<file path="config.mk">
export PLATFORM = sky130hd
export DESIGN_NAME = cam_lookup_controller
export DESIGN_NICKNAME = d
export VERILOG_FILES = /design/src/rtl/cam_lookup_controller.sv
export SDC_FILE = /design/constraint.sdc
export NUM_CORES = 1
export LEC_CHECK = 0
export CAP_MARGIN = 20
export CELL_PAD_IN_SITES_DETAIL_PLACEMENT = 2
export CELL_PAD_IN_SITES_GLOBAL_PLACEMENT = 2
export CORE_ASPECT_RATIO = 1.25
export CORE_MARGIN = 2
export CORE_UTILIZATION = 33
export CTS_CLUSTER_SIZE = 12
export DETAILED_ROUTE_END_ITERATION = 8
export PLACE_DENSITY = 0.93
export SYNTH_ARGS = -nofsm -noshare
export SYNTH_HDL_FRONTEND = slang
export SYNTH_SLANG_ARGS = --single-unit
</file>
<file path="constraint.sdc">
create_clock -name clock -period 4.74 [get_ports clock]
set_clock_uncertainty 0.1 [all_clocks]
set_input_delay 0.948 -clock clock [delete_from_list [all_inputs] [get_ports clock]]
set_output_delay 0.948 -clock clock [all_outputs]
set_load 0.1 [all_outputs]
</file>
<file path="src/rtl/cam_lookup_controller.sv">
// Learning L2 forwarding controller in front of an external CAM: learns source MACs,
// looks up the destination and returns a forward / flood / filter decision per frame.
module cam_lookup_controller #(
    parameter int unsigned KEY_WIDTH      = 48,
    parameter int unsigned TABLE_DEPTH    = 32,
    parameter int unsigned PORT_WIDTH     = 3,
    parameter int unsigned TIMEOUT_CYCLES = 4
) (
    input  logic                           clock,
    input  logic                           reset,
    input  logic                           request_valid,
    output logic                           request_ready,
    input  logic [KEY_WIDTH-1:0]           destination_mac,
    input  logic [KEY_WIDTH-1:0]           source_mac,
    input  logic [PORT_WIDTH-1:0]          source_port,
    output logic [KEY_WIDTH-1:0]           cam_key,
    output logic                           cam_write_enable,
    output logic                           cam_match_enable,
    input  logic [$clog2(TABLE_DEPTH)-1:0] cam_match_index,
    input  logic                           cam_match_valid,
    input  logic                           cam_no_match,
    output logic                           response_valid,
    input  logic                           response_ready,
    output logic [PORT_WIDTH-1:0]          response_port,
    output logic                           response_flood,
    output logic                           response_filter,
    output logic                           table_full,
    output logic                           cam_timeout
);

    localparam int unsigned IDX_W  = $clog2(TABLE_DEPTH);
    localparam int unsigned CNT_W  = IDX_W + 1;
    localparam int unsigned WAIT_W = $clog2(TIMEOUT_CYCLES + 1);

    typedef enum logic [2:0] {
        IDLE,
        SRC_LOOKUP,
        SRC_WAIT,
        LEARN,
        DST_LOOKUP,
        DST_WAIT,
        RESPOND
    } state_t;

    state_t                state_q, state_d;
    logic [KEY_WIDTH-1:0]  src_mac_q, src_mac_d;
    logic [KEY_WIDTH-1:0]  dst_mac_q, dst_mac_d;
    logic [PORT_WIDTH-1:0] src_port_q, src_port_d;
    logic [CNT_W-1:0]      learned_count_q, learned_count_d;
    logic [WAIT_W-1:0]     wait_cnt_q, wait_cnt_d;
    logic [PORT_WIDTH-1:0] port_table_q [TABLE_DEPTH];

    logic                  request_ready_q, request_ready_d;
    logic [KEY_WIDTH-1:0]  cam_key_q, cam_key_d;
    logic                  cam_write_enable_q, cam_write_enable_d;
    logic                  cam_match_enable_q, cam_match_enable_d;
    logic                  response_valid_q, response_valid_d;
    logic [PORT_WIDTH-1:0] response_port_q, response_port_d;
    logic                  response_flood_q, response_flood_d;
    logic                  response_filter_q, response_filter_d;
    logic                  table_full_q, table_full_d;
    logic                  cam_timeout_q, cam_timeout_d;

    logic                  tbl_we;
    logic [IDX_W-1:0]      tbl_idx;
    logic [PORT_WIDTH-1:0] tbl_data;
    logic                  tbl_full;
    logic                  wait_expired;
    logic                  go_dst;
    logic [PORT_WIDTH-1:0] hit_port;

    // Next-state, port-table write and registered-output computation
    always_comb begin
        state_d            = state_q;
        src_mac_d          = src_mac_q;
        dst_mac_d          = dst_mac_q;
        src_port_d         = src_port_q;
        learned_count_d    = learned_count_q;
        wait_cnt_d         = wait_cnt_q;
        cam_key_d          = cam_key_q;
        cam_write_enable_d = 1'b0;
        cam_match_enable_d = 1'b0;
        cam_timeout_d      = 1'b0;
        response_valid_d   = response_valid_q;
        response_port_d    = response_port_q;
        response_flood_d   = response_flood_q;
        response_filter_d  = response_filter_q;
        tbl_we             = 1'b0;
        tbl_idx            = '0;
        tbl_data           = '0;
        go_dst             = 1'b0;
        tbl_full           = (learned_count_q == CNT_W'(TABLE_DEPTH));
        wait_expired       = (wait_cnt_q == WAIT_W'(TIMEOUT_CYCLES - 1));
        hit_port           = port_table_q[cam_match_index];

        case (state_q)
            IDLE: begin
                if (request_valid && request_ready_q) begin
                    src_mac_d          = source_mac;
                    dst_mac_d          = destination_mac;
                    src_port_d         = source_port;
                    cam_key_d          = source_mac;
                    cam_match_enable_d = 1'b1;
                    state_d            = SRC_LOOKUP;
                end
            end
            SRC_LOOKUP: begin
                wait_cnt_d = '0;
                state_d    = SRC_WAIT;
            end
            SRC_WAIT: begin
                // A hit wins over a simultaneous miss; a timeout never leads to LEARN
                if (cam_match_valid) begin
                    tbl_we   = 1'b1;
                    tbl_idx  = cam_match_index;
                    tbl_data = src_port_q;
                    go_dst   = 1'b1;
                end else if (cam_no_match) begin
                    if (tbl_full) begin
                        go_dst = 1'b1;
                    end else begin
                        cam_write_enable_d = 1'b1;
                        state_d            = LEARN;
                    end
                end else if (wait_expired) begin
                    cam_timeout_d = 1'b1;
                    go_dst        = 1'b1;
                end else begin
                    wait_cnt_d = wait_cnt_q + WAIT_W'(1);
                end
            end
            LEARN: begin
                if (!tbl_full) begin
                    tbl_we          = 1'b1;
                    tbl_idx         = learned_count_q[IDX_W-1:0];
                    tbl_data        = src_port_q;
                    learned_count_d = learned_count_q + CNT_W'(1);
                end
                go_dst = 1'b1;
            end
            DST_LOOKUP: begin
                wait_cnt_d = '0;
                state_d    = DST_WAIT;
            end
            DST_WAIT: begin
                if (cam_match_valid) begin
                    response_valid_d  = 1'b1;
                    response_port_d   = hit_port;
                    response_flood_d  = 1'b0;
                    response_filter_d = (hit_port == src_port_q);
                    state_d           = RESPOND;
                end else if (cam_no_match || wait_expired) begin
                    cam_timeout_d     = !cam_no_match;
                    response_valid_d  = 1'b1;
                    response_port_d   = '0;
                    response_flood_d  = 1'b1;
                    response_filter_d = 1'b0;
                    state_d           = RESPOND;
                end else begin
                    wait_cnt_d = wait_cnt_q + WAIT_W'(1);
                end
            end
            RESPOND: begin
                if (response_ready) begin
                    response_valid_d  = 1'b0;
                    response_port_d   = '0;
                    response_flood_d  = 1'b0;
                    response_filter_d = 1'b0;
                    state_d           = IDLE;
                end
            end
            default: state_d = IDLE;
        endcase

        if (go_dst) begin
            cam_key_d          = dst_mac_q;
            cam_match_enable_d = 1'b1;
            state_d            = DST_LOOKUP;
        end

        request_ready_d = (state_d == IDLE);
        table_full_d    = (learned_count_d == CNT_W'(TABLE_DEPTH));
    end

    always_ff @(posedge clock) begin
        if (reset) begin
            state_q            <= IDLE;
            src_mac_q          <= '0;
            dst_mac_q          <= '0;
            src_port_q         <= '0;
            learned_count_q    <= '0;
            wait_cnt_q         <= '0;
            port_table_q       <= '{default: '0};
            request_ready_q    <= 1'b0;
            cam_key_q          <= '0;
            cam_write_enable_q <= 1'b0;
            cam_match_enable_q <= 1'b0;
            response_valid_q   <= 1'b0;
            response_port_q    <= '0;
            response_flood_q   <= 1'b0;
            response_filter_q  <= 1'b0;
            table_full_q       <= 1'b0;
            cam_timeout_q      <= 1'b0;
        end else begin
            state_q            <= state_d;
            src_mac_q          <= src_mac_d;
            dst_mac_q          <= dst_mac_d;
            src_port_q         <= src_port_d;
            learned_count_q    <= learned_count_d;
            wait_cnt_q         <= wait_cnt_d;
            if (tbl_we) begin
                port_table_q[tbl_idx] <= tbl_data;
            end
            request_ready_q    <= request_ready_d;
            cam_key_q          <= cam_key_d;
            cam_write_enable_q <= cam_write_enable_d;
            cam_match_enable_q <= cam_match_enable_d;
            response_valid_q   <= response_valid_d;
            response_port_q    <= response_port_d;
            response_flood_q   <= response_flood_d;
            response_filter_q  <= response_filter_d;
            table_full_q       <= table_full_d;
            cam_timeout_q      <= cam_timeout_d;
        end
    end

    assign request_ready    = request_ready_q;
    assign cam_key          = cam_key_q;
    assign cam_write_enable = cam_write_enable_q;
    assign cam_match_enable = cam_match_enable_q;
    assign response_valid   = response_valid_q;
    assign response_port    = response_port_q;
    assign response_flood   = response_flood_q;
    assign response_filter  = response_filter_q;
    assign table_full       = table_full_q;
    assign cam_timeout      = cam_timeout_q;

endmodule

</file>
==> run metrics <==
distinct cell type count after synthesis 57; post-route ant nets 0; outcome complete, no violations; hold-fix buffers at CTS 0; fmax between 200 and 300 MHz; internal power between 3000 and 4000 uW; Final Hold Viols 0; TritonRoute pass-1 iters 5; TritonCTS buffer count 24; Pwr Density between 500 and 600 nW/um^2; Final nets between 1,000 and 1,500; Clk pwr share 0.271; Leak Pwr between 0.004 and 0.005 uW; share of cells above drive strength 1 0.0634; Mapped Area around 10000 sq um; Avg Cell Area, Syn around 8.0 sq um; P_sw 3000 uW; initial antenna violation count 1; die width 157 um; post-DR wirelength/cell between 20 and 30 um; setup ws final roughly 1200 ps; placer congestion estimate about 0.80; via count 9,858; crit path capture type register; first-pass GRT wire length slightly below 70,000 um; initial cell density of the core 0.333; FFs w/ async S/R, synth 0; Top FF cell, synth dfxtp_1; Crit. Startpoint learned_count_q[0]; die area between 30,000 and 40,000 sq um; Placeable Area 29,200 sq um; Total Wirelength around 44,000 um; relative slew slack 0.241; fin crit share 0.745; # DRC 0; largest net degree at the start of global routing 123; Area Overhead vs Synth 27.5%; synthesized net count approximately 1,300; peak supply drop between 0.4 and 0.5 mV; die height between 150 and 200 um; RSZ-0062 raised after global routing no; post-synthesis register bit count ~220; CP Data Required Time about 5000 ps; Final Cell Area roughly 12,000 sq um; worst slack at placement around 940 ps; combinational power share 0.389; minimum clock period ~3500 ps; Initial DRC Count ~580; switching share of power 0.448; DPL Wire Length around 26,000 um; CTS tree done; CP arrival roughly 3800 ps; Rows 70; clk sinks ~220; Fin Setup TNS 0 ps; clk_lat worst skew ~530 ps; Remaining Overflow, GRT 0; Worst Path Max Fanout 10; sequential share of power 0.340; Worst Hold Class reg -> reg; number of top-level pins 169; setup violators final 0; Synth Instances between 1,000 and 1,500; worst hold start port_table_q[73]; CTS resizes 0; critical path type reg -> reg; vias per cell between 5 and 6; register area share after synthesis 0.449; vias in the first global route 11,300; CTS H-tree depth 1; EDFF count, synth 0; worst-margin pin slew between 1000 and 1500 ps; GRT Total Usage 0.288; clk buf depth 3; Post-CTS Setup Bufs 0; IO buf count approximately 170; Worst-path clk slew roughly 60 ps; Max Cap Viol 0; Synth Warn # 0; R2R Path Start learned_count_q[0]; crit path launch type register; CTS root buffer clkbuf_16; fin. max-slew vios 0; cell area after placement roughly 12,000 sq um
[logic make-up after synthesis]
| kind of cell | count (synthesis) | synth area share |
|---|---|---|
| and+or+nand+nor | 531 | 0.233 |
| xor gates and xnor gates | 3 | 0.00270 |
| DFF | 218 | 0.449 |
| buffers and inverters | 102 | 0.0466 |
| muxes | 78 | 0.0855 |
| AOI/OAI and AO/OA | 274 | 0.177 |
| adders and majority gates | 5 | 0.00644 |
[cell usage after synthesis (all sizes together) (12+ instances only)]
cell type	count	area (sq um)
nor2b	12	75.1
a21oi	128	644
clkbuf	62	233
a22oi	16	120
nor3	12	80.1
mux2i	74	741
o21ai	53	269
a311oi	50	438
nand3	28	153
nor2	129	522
nand2	317	1190
buf	34	198
dfxtp	218	4360
[cell type report]
| type | count | area, sq um |
|---|---|---|
| antenna | 1 | 2.50 |
| clock buffer | 32 | 682 |
| clock inverter | 7 | 38.8 |
| fill | 3177 | 16800 |
| inverter | 6 | 22.5 |
| multi-input combinational | 891 | 4920 |
| sequential | 218 | 4360 |
| tap | 396 | 495 |
| timing repair buffer | 187 | 1870 |
[flip-flops by register name, indices dropped and copies added, names as in the netlist]
signal            flops
dst_mac_q            48
state_q               3
response_port         3
response_flood        1
cam_timeout           1
src_port_q            3
wait_cnt_q            3
cam_write_enable      1
learned_count_q       6
table_full            1
port_table_q         96
response_filter       1
cam_match_enable      1
request_ready         1
response_valid        1
cam_key              48
[worst paths after layout]
kind / slack, ps / cells after the start / end
setup / recovery: 1210 / 13 / port_table_q[64]
hold / removal: 360 / 2 / port_table_q[73]
setup reg to reg: 1210 / 13 / port_table_q[64]
hold reg to reg: 360 / 2 / port_table_q[73]
[worst max-delay path, cell delays in order, from the launching register on]
cell,delay [ps]
dfxtp_1,380
inv_1,110
ha_1,160
nand2_1,100
nor4_4,430
inv_2,150
ha_1,240
a21oi_1,340
nor2_1,220
nor2_2,470
buf_4,260
nand2_1,150
mux2i_1,200
nor2_1,70
[per-layer routing]
layer,share of wire,GRT usage,vias up
li1,-,-,4378
met1,0.37,0.313,4954
met5,0,0,-
met3,0.054,0.0552,151
met4,0.059,0.154,0
met2,0.52,0.521,375
[layout by cell type, fill, tap and decap left out, drive strengths merged, types with 2 or more instances in the layout]
master         Yosys  routed
nand2            317     317
dfxtp            218     218
clkdlybuf4s50      0     166
nor2             129     129
a21oi            128     128
mux2i             74      74
o21ai             53      53
a311oi            50      50
clkbuf            62      32
nand3             28      28
buf               34      21
a22oi             16      16
nor2b             12      12
nor3              12      12
clkinv             0       7
nand2b             6       6
inv                6       6
ha                 5       5
and2               5       5
nand3b             5       5
or3                5       5
a211oi             5       5
a221oi             4       4
mux4               4       4
o31ai              3       3
and3               3       3
a22o               3       3
xor2               3       3
or2                3       3
a21o               2       2
o22ai              2       2
nand4              2       2
nor4               2       2
a31oi              2       2
[power groups by stage]
stage               sequential, uW  combinational, uW  clock, uW
floorplan                     3370                697          0
global placement              2260               2450          0
detailed placement            2290               2520          0
CTS                           2270               2600       1830
global route                  2300               2710       1900
finish                        2280               2600       1810
[through the flow]
step / std cells / hold slack (ps) / utilization / total power (uW)
after floorplan: 1211 / 333 / - / 4070
after global placement: 1698 / 342 / 0.400 / 4710
after detailed placement: 1698 / 350 / 0.400 / 4810
after CTS: 1737 / 361 / 0.425 / 6710
after global routing: 1738 / 394 / 0.425 / 6910
final: 1738 / 360 / 0.425 / 6690
No activity file was read; power rests on OpenSTA's default activity.
